## src/rtl/id_imm_pkg.sv

```systemverilog
// Shared encodings for the ID-stage immediate generator: RISC-V major opcodes,
// immediate format codes and the skid-buffer occupancy states.
package id_imm_pkg;

  localparam logic [6:0] LUI       = 7'b0110111;
  localparam logic [6:0] AUIPC     = 7'b0010111;
  localparam logic [6:0] JAL       = 7'b1101111;
  localparam logic [6:0] JALR      = 7'b1100111;
  localparam logic [6:0] BRANCH    = 7'b1100011;
  localparam logic [6:0] LOAD      = 7'b0000011;
  localparam logic [6:0] STORE     = 7'b0100011;
  localparam logic [6:0] OP_IMM    = 7'b0010011;
  localparam logic [6:0] OP        = 7'b0110011;
  localparam logic [6:0] MISC_MEM  = 7'b0001111;
  localparam logic [6:0] SYSTEM    = 7'b1110011;
  localparam logic [6:0] OP_IMM_32 = 7'b0011011;
  localparam logic [6:0] OP_32     = 7'b0111011;

  localparam logic [2:0] FMT_NONE = 3'd0;
  localparam logic [2:0] FMT_I    = 3'd1;
  localparam logic [2:0] FMT_S    = 3'd2;
  localparam logic [2:0] FMT_B    = 3'd3;
  localparam logic [2:0] FMT_U    = 3'd4;
  localparam logic [2:0] FMT_J    = 3'd5;

  typedef enum logic [1:0] {
    EMPTY = 2'd0,
    ONE   = 2'd1,
    FULL  = 2'd2
  } skid_state_t;

endpackage

```

## src/rtl/id_imm_gen_stage_if.sv

```systemverilog
// Valid/ready bundle between the IF/ID boundary, the immediate stage and the
// register-read path; the stage itself uses the slave view.
interface id_imm_gen_stage_if #(
  parameter int XLEN = 32
);
  logic            flush;
  logic            in_valid;
  logic            in_ready;
  logic [31:0]     in_inst;
  logic [XLEN-1:0] in_pc;
  logic            out_valid;
  logic            out_ready;
  logic [XLEN-1:0] out_imm;
  logic [2:0]      out_fmt;
  logic            out_illegal;
  logic [31:0]     out_inst;
  logic [XLEN-1:0] out_pc;

  modport master (
    output flush, in_valid, in_inst, in_pc, out_ready,
    input  in_ready, out_valid, out_imm, out_fmt, out_illegal, out_inst, out_pc
  );

  modport slave (
    input  flush, in_valid, in_inst, in_pc, out_ready,
    output in_ready, out_valid, out_imm, out_fmt, out_illegal, out_inst, out_pc
  );
endinterface

```

## src/rtl/id_imm_gen_stage_decode.sv

```systemverilog
// Combinational RV32I/RV64I immediate decoder: format, sign-extended
// immediate and an illegal flag for anything it does not recognise.
module id_imm_decode
  import id_imm_pkg::*;
#(
  parameter int XLEN = 32
) (
  input  logic [31:0]     inst,
  output logic [XLEN-1:0] imm,
  output logic [2:0]      fmt,
  output logic            illegal
);

  logic [31:0] imm32;

  always_comb begin
    imm32   = '0;
    fmt     = FMT_NONE;
    illegal = 1'b0;
    if (inst[1:0] != 2'b11) begin
      illegal = 1'b1;
    end else begin
      case (inst[6:0])
        LUI, AUIPC: begin
          imm32 = {inst[31:12], 12'h000};
          fmt   = FMT_U;
        end
        JAL: begin
          imm32 = {{11{inst[31]}}, inst[31], inst[19:12], inst[20], inst[30:21], 1'b0};
          fmt   = FMT_J;
        end
        BRANCH: begin
          imm32 = {{19{inst[31]}}, inst[31], inst[7], inst[30:25], inst[11:8], 1'b0};
          fmt   = FMT_B;
        end
        STORE: begin
          imm32 = {{20{inst[31]}}, inst[31:25], inst[11:7]};
          fmt   = FMT_S;
        end
        JALR, LOAD, OP_IMM, MISC_MEM, SYSTEM: begin
          imm32 = {{20{inst[31]}}, inst[31:20]};
          fmt   = FMT_I;
        end
        OP: ;
        // The W-suffixed opcodes only exist on RV64.
        OP_IMM_32: begin
          if (XLEN == 64) begin
            imm32 = {{20{inst[31]}}, inst[31:20]};
            fmt   = FMT_I;
          end else begin
            illegal = 1'b1;
          end
        end
        OP_32: begin
          if (XLEN != 64) illegal = 1'b1;
        end
        default: illegal = 1'b1;
      endcase
    end
  end

  generate
    if (XLEN == 64) begin : g_ext64
      assign imm = {{32{imm32[31]}}, imm32};
    end else begin : g_ext32
      assign imm = imm32;
    end
  endgenerate

endmodule

```

## src/rtl/id_imm_gen_stage.sv

```systemverilog
// ID-stage immediate generator: decodes on the input side and carries the
// result, PC and instruction through a valid/ready register or skid buffer.
module id_imm_gen_stage
  import id_imm_pkg::*;
#(
  parameter int XLEN = 32,
  parameter bit SKID = 1'b1
) (
  input logic              clk,
  input logic              rst,
  id_imm_gen_stage_if.slave bus
);

  typedef struct packed {
    logic [XLEN-1:0] imm;
    logic [2:0]      fmt;
    logic            illegal;
    logic [31:0]     inst;
    logic [XLEN-1:0] pc;
  } entry_t;

  logic [XLEN-1:0] dec_imm;
  logic [2:0]      dec_fmt;
  logic            dec_illegal;
  entry_t          dec_entry;
  entry_t          main_reg;
  logic            out_valid_reg;
  logic            in_ready;
  logic            accept;
  logic            drain;

  id_imm_decode #(.XLEN(XLEN)) u_decode (
    .inst    (bus.in_inst),
    .imm     (dec_imm),
    .fmt     (dec_fmt),
    .illegal (dec_illegal)
  );

  assign dec_entry = '{imm: dec_imm, fmt: dec_fmt, illegal: dec_illegal,
                       inst: bus.in_inst, pc: bus.in_pc};

  // A word offered during a flush cycle is never captured.
  assign accept = bus.in_valid & in_ready & ~bus.flush;
  assign drain  = out_valid_reg & bus.out_ready;

  generate
    if (SKID) begin : g_skid
      skid_state_t state_reg;
      entry_t      skid_reg;
      logic        in_ready_reg;

      assign in_ready = in_ready_reg;

      always_ff @(posedge clk or posedge rst) begin
        if (rst) begin
          state_reg     <= EMPTY;
          out_valid_reg <= 1'b0;
          in_ready_reg  <= 1'b1;
          main_reg      <= '0;
          skid_reg      <= '0;
        end else if (bus.flush) begin
          state_reg     <= EMPTY;
          out_valid_reg <= 1'b0;
          in_ready_reg  <= 1'b1;
        end else begin
          case (state_reg)
            EMPTY: begin
              if (accept) begin
                main_reg      <= dec_entry;
                out_valid_reg <= 1'b1;
                state_reg     <= ONE;
              end
            end
            ONE: begin
              if (accept && drain) begin
                main_reg <= dec_entry;
              end else if (accept) begin
                skid_reg     <= dec_entry;
                state_reg    <= FULL;
                in_ready_reg <= 1'b0;
              end else if (drain) begin
                out_valid_reg <= 1'b0;
                state_reg     <= EMPTY;
              end
            end
            FULL: begin
              if (drain) begin
                main_reg     <= skid_reg;
                state_reg    <= ONE;
                in_ready_reg <= 1'b1;
              end
            end
            default: begin
              state_reg     <= EMPTY;
              out_valid_reg <= 1'b0;
              in_ready_reg  <= 1'b1;
            end
          endcase
        end
      end
    end else begin : g_single
      assign in_ready = ~out_valid_reg | bus.out_ready;

      always_ff @(posedge clk or posedge rst) begin
        if (rst) begin
          out_valid_reg <= 1'b0;
          main_reg      <= '0;
        end else if (bus.flush) begin
          out_valid_reg <= 1'b0;
        end else if (accept) begin
          main_reg      <= dec_entry;
          out_valid_reg <= 1'b1;
        end else if (drain) begin
          out_valid_reg <= 1'b0;
        end
      end
    end
  endgenerate

  assign bus.in_ready    = in_ready;
  assign bus.out_valid   = out_valid_reg;
  assign bus.out_imm     = main_reg.imm;
  assign bus.out_fmt     = main_reg.fmt;
  assign bus.out_illegal = main_reg.illegal;
  assign bus.out_inst    = main_reg.inst;
  assign bus.out_pc      = main_reg.pc;

endmodule

```

## src/flat_wrapper.sv

```systemverilog
// flat-port wrapper written by rule: the top's interface ports become plain ports
module id_imm_gen_stage_flat import id_imm_pkg::*;
#(
  parameter int XLEN = 32,
  parameter bit SKID = 1'b1
)
  (clk, rst, bus_flush, bus_in_valid, bus_in_inst, bus_in_pc, bus_out_ready, bus_in_ready, bus_out_valid, bus_out_imm, bus_out_fmt, bus_out_illegal, bus_out_inst, bus_out_pc);
  id_imm_gen_stage_if #(.XLEN(XLEN)) bus_i ();
  input logic clk;
  input logic rst;
  input wire logic [$bits(bus_i.flush)-1:0] bus_flush;
  input wire logic [$bits(bus_i.in_valid)-1:0] bus_in_valid;
  input wire logic [$bits(bus_i.in_inst)-1:0] bus_in_inst;
  input wire logic [$bits(bus_i.in_pc)-1:0] bus_in_pc;
  input wire logic [$bits(bus_i.out_ready)-1:0] bus_out_ready;
  output wire logic [$bits(bus_i.in_ready)-1:0] bus_in_ready;
  output wire logic [$bits(bus_i.out_valid)-1:0] bus_out_valid;
  output wire logic [$bits(bus_i.out_imm)-1:0] bus_out_imm;
  output wire logic [$bits(bus_i.out_fmt)-1:0] bus_out_fmt;
  output wire logic [$bits(bus_i.out_illegal)-1:0] bus_out_illegal;
  output wire logic [$bits(bus_i.out_inst)-1:0] bus_out_inst;
  output wire logic [$bits(bus_i.out_pc)-1:0] bus_out_pc;
  assign bus_i.flush = bus_flush;
  assign bus_i.in_valid = bus_in_valid;
  assign bus_i.in_inst = bus_in_inst;
  assign bus_i.in_pc = bus_in_pc;
  assign bus_i.out_ready = bus_out_ready;
  assign bus_in_ready = bus_i.in_ready;
  assign bus_out_valid = bus_i.out_valid;
  assign bus_out_imm = bus_i.out_imm;
  assign bus_out_fmt = bus_i.out_fmt;
  assign bus_out_illegal = bus_i.out_illegal;
  assign bus_out_inst = bus_i.out_inst;
  assign bus_out_pc = bus_i.out_pc;
  id_imm_gen_stage #(.XLEN(XLEN), .SKID(SKID)) u_core (.clk(clk), .rst(rst), .bus(bus_i));
endmodule
```

## config.mk

```make
export PLATFORM = sky130hd
export DESIGN_NAME = id_imm_gen_stage_flat
export DESIGN_NICKNAME = d
export VERILOG_FILES = /design/src/rtl/id_imm_pkg.sv /design/src/rtl/id_imm_gen_stage_if.sv /design/src/rtl/id_imm_gen_stage_decode.sv /design/src/rtl/id_imm_gen_stage.sv /design/src/flat_wrapper.sv
export SDC_FILE = /design/constraint.sdc
export NUM_CORES = 1
export LEC_CHECK = 0
export BUFFER_PORTS_ARGS = -buffer_cell sky130_fd_sc_hd__buf_2
export CAP_MARGIN = 20
export CORE_UTILIZATION = 50
export CTS_BUF_LIST = sky130_fd_sc_hd__clkbuf_4
export CTS_CLUSTER_SIZE = 20
export DETAILED_ROUTE_END_ITERATION = 6
export HOLD_SLACK_MARGIN = 0.08
export PLACE_DENSITY = 0.8
export SLEW_MARGIN = 5
export SYNTH_ARGS = -nofsm -noshare
export SYNTH_HDL_FRONTEND = slang
export SYNTH_HIERARCHICAL = 1
export SYNTH_SLANG_ARGS = --single-unit
```

## constraint.sdc

```tcl
create_clock -name clk -period 7.23 [get_ports clk]
set_input_delay 1.446 -clock clk [delete_from_list [all_inputs] [get_ports clk]]
set_output_delay 1.446 -clock clk [all_outputs]
set_load 0.01 [all_outputs]
```

Yosys cells after proc, flatten, opt, wreduce, memory -nomap -nowiden
Index checks and enable logic that the tools add are counted.
{ "op_classes": {"n_eq_ne": 26, "n_mux": 28, "n_bitwise": 5, "reduce_logical": 11} }
{ "op_table": {"columns": ["op", "count"], "rows": [
  ["$mux W100", 3],
  ["$pmux W100 S3", 1],
  ["$pmux W32 S5", 1],
  ["$mux W32", 1],
  ["$eq A7 B7 Y1 const B", 4],
  ["$eq A7 B6 Y1 const B", 3],
  ["$pmux W3 S5", 1],
  ["$eq A7 B5 Y1 const B", 2],
  ["$mux W2", 6],
  ["$ne A3 B2 Y1 const B", 4],
  ["$reduce_and A4 Y1", 3],
  ["$mux W1", 11],
  ["$reduce_or A11 Y1", 1],
  ["$reduce_and A5 Y1", 2],
  ["$eq A7 B2 Y1 const B", 1],
  ["$eq A7 B4 Y1 const B", 1],
  ["$ne A2 B1 Y1 const B", 3],
  ["$ne A2 B2 Y1 const B", 3],
  ["$ne A3 B3 Y1 const B", 2],
  ["$pmux W1 S3", 2],
  ["$pmux W2 S3", 1],
  ["$reduce_or A5 Y1", 1],
  ["$ne A4 B2 Y1 const B", 1],
  ["$and A1 B1 Y1", 3],
  ["8 further kinds", 9]
]} }
{ "totals": {"regBits": 204, "inputBits": 69, "out_inout_bits": 102, "elab_cells": 83} }

Logic depth before layout (Yosys ltp)
Gate-level depths: netlist (run 1).
{ "logic_depth": {"word_depth": 6, "mapped_depth": 8, "depth_no_buf": 6} }

Modules after synthesis
The synthesis (run 1) kept the hierarchy.
{ "modules_own_cells": {"columns": ["mod", "instances", "cells_per_inst", "area_each_um2", "seq_area_each_um2"], "rows": [
  ["id_imm_gen_stage", 1, 833, 10186.0, 5106.1],
  ["id_imm_decode", 1, 115, 703.2, 0.0]
]} }

Least setup slack after synthesis (run 1)
Ideal clock, no wire load.
{ "synth_path": {"path_kind": "input to register", "start": "input bus_in_inst[4]", "end": "register u_core.main_reg, in the netlist u_core/bus.out_imm[12]", "setup_time_ps": 87, "arrival_time_ps": 2591, "required_ps": 7143, "setup_slack_ps": 4552, "cell_stages": 6, "path_buffers": 1, "cell_sequence": "buf_4 -> maj3_2 -> o31a_4 -> o2bb2ai_1 -> a211oi_1 -> a22oi_1"} }
{ "synth_via": {"elab_chain_len": 6, "word_cells_on_any_way": 17, "classes_between": "10 x eq/ne; 5 x mux; 2 x reduce/logical"} }
{ "synth_rtl": {"columns": ["item", "line_no", "text"], "rows": [
  ["start: declaration", "flat_wrapper.sv:13", "input wire logic [$bits(bus_i.in_inst)-1:0] bus_in_inst;"],
  ["$eq A7 B7 Y1 (tied with other cells)", "id_imm_gen_stage_decode.sv:23", "case (inst[6:0])"],
  ["$reduce_or A5 Y1 or $reduce_or A2 Y1 (tied branches)", "id_imm_gen_stage_decode.sv:23", null],
  ["$pmux W32 S5 *", "id_imm_gen_stage_decode.sv:23", null],
  ["$mux W32 *", "id_imm_gen_stage_decode.sv:20", "if (inst[1:0] != 2'b11) begin"],
  ["net u_core.dec_imm[12]", "id_imm_gen_stage.sv:22", "logic [XLEN-1:0] dec_imm;"],
  ["$mux W100 (on tied branches)", "id_imm_gen_stage.sv:75, id_imm_gen_stage.sv:68", null],
  ["$pmux W100 S3 *", "id_imm_gen_stage.sv:66", "case (state_reg)"],
  ["end signal: assignment", "id_imm_gen_stage.sv:69", "main_reg <= dec_entry;"],
  ["end signal: assignment", "id_imm_gen_stage.sv:76", "main_reg <= dec_entry;"],
  ["end signal: assignment", "id_imm_gen_stage.sv:88", "main_reg <= skid_reg;"],
  ["end: declaration", "id_imm_gen_stage.sv:26", "entry_t main_reg;"]
]} }
The timed path passes the listed nets; every way through them passes the cells marked *. The select of a mux whose other input is x is not followed.
A chain may end at the register's enable or synchronous reset.

Worst setup path after layout (run 1)
{ "layout_path": {"start": "register u_core.g_skid.state_reg[0]", "end": "register u_core/g_skid.skid_reg[23] (netlist name)"} }
{ "layout_via": {"elab_chain_len": 2} }
{ "layout_rtl": {"columns": ["item", "line_no", "text"], "rows": [
  ["start: declaration", "id_imm_gen_stage.sv:48", "skid_state_t state_reg;"],
  ["start signal: assignment", "id_imm_gen_stage.sv:56", "state_reg <= EMPTY;"],
  ["start signal: assignment", "id_imm_gen_stage.sv:62", "state_reg <= EMPTY;"],
  ["start signal: assignment", "id_imm_gen_stage.sv:71", "state_reg <= ONE;"],
  ["$eq A2 B1 Y1", "id_imm_gen_stage.sv:66", null],
  ["$reduce_and A4 Y1 (no line)", null, null],
  ["end signal: assignment", "id_imm_gen_stage.sv:78", "skid_reg <= dec_entry;"],
  ["end: declaration", "id_imm_gen_stage.sv:49", "entry_t skid_reg;"]
]} }
No other way between the ends.

==> metrics.md, run 1 <==
| Metric | Value |
|---|---|
| Pwr dens | 363 mW/mm2 |
| Clock root buffer | clkbuf_4 |
| DIE WIDTH | 150 um |
| # H-tree levels | 2 |
| Initial Util | 51.5% |
| Max cap viols | 0 |
| Critical path peak fanout | 56 |
| Grt ovf | 0 |
| GRT Total Usage | 26.3% |
| Worst min path class | flop to flop |
| Hold_ws | 503 ps |
| Post-CTS Setup Inserts | 0 |
| Ys flop type | dfrtp_1 |
| Final period utilization | 50.4% |
| CP Launch Type | flop |
| Num Clock Sinks | 204 |
| Drt wl/cell | 20.9 um |
| Syn nets | 1,017 |
| Synth Register Bits | 204 |
| DRT Pass-1 Iters | 7 |
| Worst-Margin Slew | 1150 ps |
| Clock power frac | 22.0% |
| Mapped Area | 0.0109 mm2 |
| Kind of critical path | flop to flop |
| Worst skew pair latency | 680 ps |
| Slew headroom | 23.2% |
| Critical path startpoint | u_core/g_skid.state_reg[0] |
| Gate power share | 35.3% |
| Via count | 8,554 |
| HP Start | u_core/g_skid.skid_reg[21] |
| Psw | 1.57 mW |
| Pint | 2.91 mW |
| Clk buf depth | 3 |
| TritonCTS buffer count | 53 |
| Largest net degree at the start of global routing | 148 |
| Placement Rows | 53 |
| Crit path capture type | flop |
| Worst reg2reg startpoint | u_core/g_skid.state_reg[0] |
| Clock Pin Slew Worst Setup and Hold Paths | 60 ps |
| Share of power burned in registers | 42.7% |
| Routed wire length | 29.2 mm |
| Clock Skews | 36.8 ps |
| Setup TNS | 0 ps |
| Final HPWL DP | 17.0 mm |
| Synth Instances | 948 |
| Status | complete, no violations |
| Vias in the first global route | 8,474 |
| Final hold vios | 0 |
| Post-synth cell types | 51 |
| Hold_buf cts | 0 |
| Crit path required time | 7760 ps |
| Drc violations | 0 |
| Final #Nets | 1,142 |
| Max frequency | 0.274 GHz |
| Ratio of cells with drive above 1 in the final layout | 34.6% |
| P&R area growth vs syn | 13.3% |
| I/O Buffers | 170 |
| Maximum vdd drop | 0.192 mV |
| Register area share after synthesis | 46.9% |
| Min Clock Period, post-route | 3640 ps |
| Die ar. | 0.0224 mm2 |
| I/O pin cnt | 171 |
| Max Slew Vio Count | 0 |
| Number of vias per cell | 6.15 |
| CTS tree | done |
| DR iter-0 viols | 801 |
| Number of enable flip-flop cells after synthesis | 0 |
| Switching share of power | 35.0% |
| Initial antenna violation count | 4 |
| Gpl congestion | 0.802 |
| Number of flip-flops in the largest register | 100 |
| Core footprint | 0.0212 mm2 |
| # resized after CTS | 0 |
| Mapped Avg Cell Area | 11.5 um2 |
| Final setup fails | 0 |
| RSZ-0062 raised after global routing | no |
| Antenna Nets Post-Route | 0 |
| Global-route wire length before repair | 46.6 mm |
| Die Height | 150 um |
| Synth Warn # | 6 |
| Worst path arrival time | 4180 ps |
| LEAKAGE | 6.08 nW |
| Post-synth ARST share | 100% |
## cell usage after synthesis (2+ instances only)
master | n | area share [%]
nor2_1 | 5 | 0.17
nand2_1 | 26 | 0.90
o22a_1 | 2 | 0.16
a21oi_2 | 2 | 0.16
nand3_1 | 3 | 0.14
or2_2 | 2 | 0.11
clkbuf_1 | 51 | 1.8
inv_1 | 3 | 0.10
a22o_1 | 4 | 0.32
buf_2 | 47 | 2.2
a21o_1 | 4 | 0.28
nand3b_1 | 2 | 0.14
buf_6 | 11 | 1.1
a22oi_1 | 100 | 6.9
dfrtp_1 | 203 | 47
and2_1 | 2 | 0.11
nand4b_1 | 3 | 0.24
o21ai_0 | 5 | 0.23
o2bb2ai_1 | 8 | 0.64
a211oi_1 | 100 | 6.9
o21ai_1 | 3 | 0.14
and3_1 | 2 | 0.11
o21a_1 | 2 | 0.14
buf_4 | 3 | 0.21
nand2b_1 | 2 | 0.11
a21oi_1 | 125 | 5.7
and3b_1 | 105 | 8.4
mux2_4 | 100 | 14
## per-stage QoR
stage | util (%) | std cells | power, mW | instance area, um2 | setup slack (ps)
floorplan | - | 948 | 2.95 | 10900 | 218
finish | 58.3 | 1392 | 4.48 | 12300 | 3590
detailed placement | 55.0 | 1292 | 3.50 | 11600 | 3210
global placement | 55.0 | 1292 | 3.45 | 11600 | 3260
global route | 58.3 | 1392 | 4.77 | 12300 | 3400
CTS | 58.1 | 1388 | 4.50 | 12300 | 3560
## power by group through the flow
| stage | combinational, mW | clock [mW] | sequential [mW] |
|---|---|---|---|
| detailed placement | 1.59 | 0 | 1.92 |
| global placement | 1.54 | 0 | 1.91 |
| finish | 1.58 | 0.985 | 1.92 |
| floorplan | 0.953 | 0 | 1.99 |
| global route | 1.73 | 1.07 | 1.98 |
| CTS | 1.59 | 1.00 | 1.91 |
## worst max-delay path: stages, from the launching register on
cell and delay, ps:
dfrtp_2 930, buf_4 560, nand3_4 890, buf_4 680, mux2_4 390
## worst paths after layout
kind	to	slack, ps	cells after the start
setup / recovery	u_core/g_skid.skid_reg[23]	3590	4
hold / removal	u_core/g_skid.skid_reg[21]	500	1
setup reg to reg	u_core/g_skid.skid_reg[23]	3590	4
hold reg to reg	u_core/g_skid.skid_reg[21]	500	1
max in group asynchronous	u_core/bus.out_imm[12]	4790	4
min in group asynchronous	u_core/bus.out_pc[8]	770	2
## cell usage in the layout, fill, tap and decap left out, types with 4 or more instances in the layout
cell type  count
o2bb2ai_1      8
o21ai_0        5
nor2_1         5
clkbuf_4      78
a22o_1         4
and3b_1      103
dfrtp_1      201
a22oi_1      100
nand2_1       26
clkinv_1      14
buf_4         13
a211oi_1     100
mux2_4       100
buf_2        169
a21oi_1      125
## cell type report
cell class              instances  area [um2]
flip-flops and latches        204        5110
inverters                       4        22.5
repair buffers                183         971
fillers                      1775        8820
diodes                          3        7.51
multi-input cells             627        5230
clock buffers                  78         586
clock inverters                18        71.3
well taps                     275         344
## kinds of logic (layout without fill, tap and decap cells)
| family | after synthesis | in the layout | share of synthesized area [%] |
|---|---|---|---|
| AO/OA/AOI/OAI | 366 | 366 | 22.6 |
| flip-flops | 204 | 204 | 46.9 |
| AND/OR/NAND/NOR | 159 | 159 | 11.1 |
| buffers and inverters | 117 | 283 | 5.45 |
| multiplexers | 101 | 101 | 13.9 |
| adder cells (fa/ha/maj) | 1 | 1 | 0.103 |
| other | 0 | 3 | 0 |
## layer usage
layer / vias up / track usage (%) / share of wire (%)
li1: 3897 / - / -
met1: 4281 / 37.3 / 45
met2: 325 / 38.8 / 45
met3: 49 / 6.92 / 7.5
met4: 2 / 8.62 / 2.1
met5: - / 0 / 0.038
No activity file was read; power rests on OpenSTA's default activity.
==> run 2: changes to the inputs <==
Settings changed: PLACE_DENSITY 0.8 to 0.77.
Clock period 7.23 ns to 3.6 ns, I/O delays scaled along.
==> run 2 against run 1 <==
Worst setup slack worse by 2200 ps; non-clock buffer count grew 7; critical endpoint is now u_core/bus.out_imm[12]; die area stayed put; largest cell class unchanged; first-iteration DRC count shrank 10%; maximum frequency grew 66%.
==> metrics.md, run 2 (synthesis gave the netlist of run 1 again) <==
| Metric | Value |
|---|---|
| Number of vias per cell | 6.31 (+2.6%) |
| Die Height | 150 um (unchanged) |
| Post-CTS Setup Inserts | 0 (unchanged) |
| Placement Rows | 53 (unchanged) |
| Max cap viols | 0 (unchanged) |
| Crit path required time | 4100 ps (-3660 ps) |
| Antenna Nets Post-Route | 0 (unchanged) |
| Final period utilization | 60.8% (+10 points) |
| CTS tree | done |
| Maximum vdd drop | 0.367 mV (+91%) |
| DIE WIDTH | 150 um (unchanged) |
| Clock root buffer | clkbuf_4 |
| Worst path top cell family by delay | flip-flops |
| Min Clock Period, post-route | 2190 ps (-1450 ps) |
| Worst-Margin Slew | 854 ps (-298 ps) |
| Initial Util | 51.5% (unchanged) |
| Power, Total | 9.03 mW (+100%) |
| Final setup fails | 0 (unchanged) |
| Vias in the first global route | 8,881 (+4.8%) |
| LEAKAGE | 6.13 nW (+0.83%) |
| TritonCTS buffer count | 55 (+3.8%) |
| Most common cell after layout, fill and taps aside | dfrtp_1 |
| Worst skew pair latency | 670 ps (about the same) |
| # H-tree levels | 2 (unchanged) |
| Place WS | 929 ps (-2280 ps) |
| P&R area growth vs syn | 14.2% |
| Setup TNS | 0 ps (unchanged) |
| # resized after CTS | 0 (unchanged) |
| Clock Skews | 19.1 ps (-17.7 ps) |
| Initial antenna violation count | 1 (-3) |
| Num Clock Sinks | 204 (unchanged) |
| RSZ-0062 raised after global routing | no |
| Global-route wire length before repair | 48.5 mm (+4.1%) |
| Max Slew Vio Count | 0 (unchanged) |
| GRT Total Usage | 27.3% (+1.1 points) |
| Routed wire length | 30.3 mm (+3.8%) |
| Number of flip-flops in the largest register | 100 (unchanged) |
| Post-Route Utilization | 58.8% (+0.48 points) |
| Final HPWL DP | 17.6 mm (+3.5%) |
| Slew headroom | 43.0% (+20 points) |
| Most frequent cells in the layout | dfrtp_1, buf_2, a21oi_1 |
| Crit path capture type | flop |
| I/O pin cnt | 171 (unchanged) |
| Hold_ws | 135 ps (-368 ps) |
| Gpl congestion | 0.878 (+9.5%) |
| Status | complete, no violations |
| CP Launch Type | flop |
| Crit-path cells | nand2b_4, buf_12, a211oi_1, a22oi_1 |
| Drc violations | 0 (unchanged) |
| Largest net degree at the start of global routing | 102 (-31%) |
| Via count | 8,786 (+2.7%) |
| Sum of buffers and inverters on the critical path | 1 (-1) |
| Clk buf depth | 3 (unchanged) |
| Final #Nets | 1,151 (+0.79%) |
| Max frequency | 0.457 GHz (+66%) |
| Core footprint | 0.0212 mm2 (unchanged) |
| Worst path arrival time | 2690 ps (-1490 ps) |
| Worst min path class | input pin to async pin |
| Critical path peak fanout | 54 (-3.6%) |
| Kind of critical path | flop to flop |
| Die ar. | 0.0224 mm2 (unchanged) |
| Grt ovf | 0 (unchanged) |
| DRT Pass-1 Iters | 5 (-2) |
| Drt wl/cell | 21.7 um (+3.7%) |
| DR iter-0 viols | 720 (-10%) |
| Max stage delay cell, worst path | dfrtp_2 |
| I/O Buffers | 170 (unchanged) |
| Final WS setup | 1410 ps (-2180 ps) |
| Slowest stage delay, CP | 600 ps (-330 ps) |
| Pwr dens | 726 mW/mm2 (+100%) |
| Ratio of cells with drive above 1 in the final layout | 35.0% (+0.35 points) |
| Hold_buf cts | 0 (unchanged) |
| Clock Pin Slew Worst Setup and Hold Paths | 70 ps (about the same) |
| Final hold vios | 0 (unchanged) |
-- run 2: power breakdown --
group | internal [mW] | switching, mW
logic | 1.61 | 1.67
clock network | 0.975 | 0.961
registers | 3.27 | 0.539
total | 5.86 | 3.18
-- run 2: worst paths after layout --
path | depth (start not counted) | endpoint | from | slack [ps]
min in group clk | 2 | u_core/g_skid.skid_reg[13] | bus_in_pc[13] | 300
worst min-delay path | 2 | u_core/bus.out_inst[8] | rst | 130
worst max register to register | 4 | u_core/bus.out_imm[12] | u_core/g_skid.state_reg[1] | 1410
max in group asynchronous | 3 | u_core/g_skid.state_reg[1] | rst | 2470
worst max-delay path | 4 | u_core/bus.out_imm[12] | u_core/g_skid.state_reg[1] | 1410
worst min register to register | 1 | u_core/g_skid.skid_reg[66] | u_core/g_skid.skid_reg[66] | 500
-- run 2: per-layer routing --
layer  up-vias  share of wire [%]  global-route usage [%]
met1      4395                 44                    38.3
met5         -                  0                       0
met3        79                6.9                    4.88
met4         0                3.5                    12.4
li1       3894                  -                       -
met2       418                 46                    41.2
-- run 2: cell type report --
type                    count  area [um2]
clock buffers              77         578
inverters                   4        18.8
flip-flops and latches    204        5110
fillers                  1793        8720
diodes                      1        2.50
well taps                 275         344
clock inverters            15        56.3
repair buffers            190        1100
multi-input cells         627        5230
-- run 2: stage by stage --
step / cell area [um2] / cells
5_1_grt: 12400 / 1393
4_1_cts: 12400 / 1392
3_5_place_dp: 11800 / 1300
2_1_floorplan: 10900 / 948
6_report: 12400 / 1393
3_3_place_gp: 11800 / 1300
==> run 3: changes to the inputs <==
Clock period 3.6 ns to 2.2 ns, I/O delays scaled along.
==> run 3 against run 2 <==
Maximum frequency grew 13%; critical path type unchanged; count of clock-buffer cells in the layout shrank 2; register-to-register slack lost 1100 ps; worst setup slack lost 1100 ps; combinational power grew 68%; via count grew 2.7%; routed wire length grew 1.9%; sequential power grew 66%; largest power group unchanged.
==> metrics.md, run 3 (synthesis gave the netlist of run 1 again) <==
| Metric | Value |
|---|---|
| Status | complete, no violations |
| Crit. path cell count | 5 (+1) |
| Hold_ws | 204 ps (+69.2 ps) |
| Sequential cell area | 0.00511 mm2 (unchanged) |
| Final instance area | 0.0133 mm2 (+7.3%) |
| CTS tree | done |
| Kind of critical path | flop to flop |
| Slew headroom | 61.3% (+18 points) |
| Routed wire length | 30.8 mm (+1.9%) |
| Die ar. | 0.0224 mm2 (unchanged) |
| Num Clock Sinks | 204 (unchanged) |
| Max frequency | 0.516 GHz (+13%) |
| Pwr dens | 1140 mW/mm2 (+57%) |
| Crit path capture type | flop |
| Gpl congestion | 0.830 (-5.5%) |
| # fillers | 1,641 (-8.5%) |
| Via count | 9,022 (+2.7%) |
| Vias in the first global route | 9,120 (+2.7%) |
| Most common cell after layout, fill and taps aside | dfrtp_1 |
| Area after DPL | 0.0120 mm2 (+2.0%) |
| Global-route wire length before repair | 49.3 mm (+1.7%) |
| Antenna Nets Post-Route | 0 (unchanged) |
| Core footprint | 0.0212 mm2 (unchanged) |
| DRT Pass-1 Iters | 5 (unchanged) |
| Worst path arrival time | 2490 ps (-200 ps) |
| TritonCTS buffer count | 54 (-1.8%) |
| Slowest stage delay, CP | 690 ps (+90 ps) |
| Placement Rows | 53 (unchanged) |
| # H-tree levels | 2 (unchanged) |
| P&R area growth vs syn | 22.5% |
| Multi-input combinational cell area | 0.00523 mm2 (unchanged) |
| Hold_buf cts | 62 (+62) |
| Worst path top cell family by delay | flip-flops |
| Worst-Margin Slew | 580 ps (-274 ps) |
| DR iter-0 viols | 748 (+3.9%) |
| Worst R2R Path Depth | 5 (+1) |
| I/O Buffers | 170 (unchanged) |
| Sum of buffers and inverters on the critical path | 2 (+1) |
| Crit path required time | 2750 ps (-1350 ps) |
| LEAKAGE | 6.52 nW (+6.4%) |
| GRT Total Usage | 27.9% (+0.56 points) |
| # resized after CTS | 0 (unchanged) |
| Crit-path cells | buf_4, buf_4, and3b_1, a211oi_1, a22oi_1 |
| Final setup fails | 0 (unchanged) |
| Final HPWL DP | 18.6 mm (+5.8%) |
| DIE WIDTH | 150 um (unchanged) |
| Max Slew Vio Count | 0 (unchanged) |
| Final #Nets | 1,234 (+7.2%) |
| Die Height | 150 um (unchanged) |
| Max cap viols | 0 (unchanged) |
| Grt ovf | 0 (unchanged) |
| Clock Skews | 32.2 ps (+13.1 ps) |
| Final hold vios | 0 (unchanged) |
| Initial antenna violation count | 1 (unchanged) |
| Power, Total | 15.2 mW (+68%) |
| Largest net degree at the start of global routing | 102 (unchanged) |
| Ratio of cells with drive above 1 in the final layout | 34.2% (-0.79 points) |
| Final period utilization | 88.0% (+27 points) |
| CP Launch Type | flop |
| Clock root buffer | clkbuf_4 |
| Post-CTS Setup Inserts | 0 (unchanged) |
| Most frequent CP cell | buf_4 |
| Drt wl/cell | 20.8 um (-4.2%) |
| Initial Util | 51.5% (unchanged) |
| Number of flip-flops in the largest register | 100 (unchanged) |
| Worst skew pair latency | 690 ps (+20 ps) |
| Min Clock Period, post-route | 1940 ps (-254 ps) |
| Most frequent cells in the layout | dfrtp_1, buf_2, a21oi_1 |
| Drc violations | 0 (unchanged) |
| Clk buf depth | 3 (unchanged) |
| Final WS setup | 264 ps (-1150 ps) |
| Hold depth | 2 |
| Place WS | 147 ps (-782 ps) |
| Clock Pin Slew Worst Setup and Hold Paths | 70 ps (about the same) |
| Worst min path class | input pin to flop |
| Critical path peak fanout | 29 (-46%) |
| RSZ-0062 raised after global routing | no |
| Number of vias per cell | 6.09 (-3.4%) |
| I/O pin cnt | 171 (unchanged) |
| Setup TNS | 0 ps (unchanged) |
| Maximum vdd drop | 0.664 mV (+81%) |
| Max stage delay cell, worst path | dfrtp_2 |
[run 3: power by group]
part / leakage [nW] / switching [mW] / internal [mW] / total (mW)
combinational: 3.69 / 2.72 / 2.79 / 5.52
sequential: 2.44 / 0.979 / 5.35 / 6.33
clock: 0.388 / 1.63 / 1.69 / 3.32
[run 3: final cells by class]
| class | count | share of cell area (%) |
|---|---|---|
| clock inverters | 20 | 0.825 |
| diodes | 2 | 0.0375 |
| inverters | 4 | 0.141 |
| multi-input cells | 627 | 39.2 |
| well taps | 275 | 2.58 |
| flip-flops and latches | 204 | 38.3 |
| clock buffers | 75 | 4.22 |
| repair buffers | 274 | 14.7 |
[run 3: path summary, 6_finish.rpt]
kind | startpoint | end | slack (ps)
setup / recovery | u_core/g_skid.state_reg[0] | u_core/bus.out_inst[14] | 260
hold / removal | bus_in_inst[5] | u_core/g_skid.skid_reg[37] | 200
setup reg to reg | u_core/g_skid.state_reg[0] | u_core/bus.out_inst[14] | 260
hold reg to reg | u_core/g_skid.skid_reg[62] | u_core/g_skid.skid_reg[62] | 500
max in group asynchronous | rst | u_core/bus.in_ready | 1100
min in group asynchronous | rst | u_core/bus.out_inst[10] | 380
[run 3: metrics by stage]
stage / cells / utilization, %
global route: 1480 / 63.0
CTS: 1479 / 63.0
finish: 1481 / 63.1
floorplan: 948 / -
global placement: 1322 / 56.9
detailed placement: 1322 / 56.9
[run 3: routing by layer]
metal	routed length, um	GRT usage, %	vias up
li1	-	-	4069
met1	13800	39.2	4501
met2	14200	42.9	401
met3	2260	5.67	51
met4	582	9.44	0
met5	0	0	-
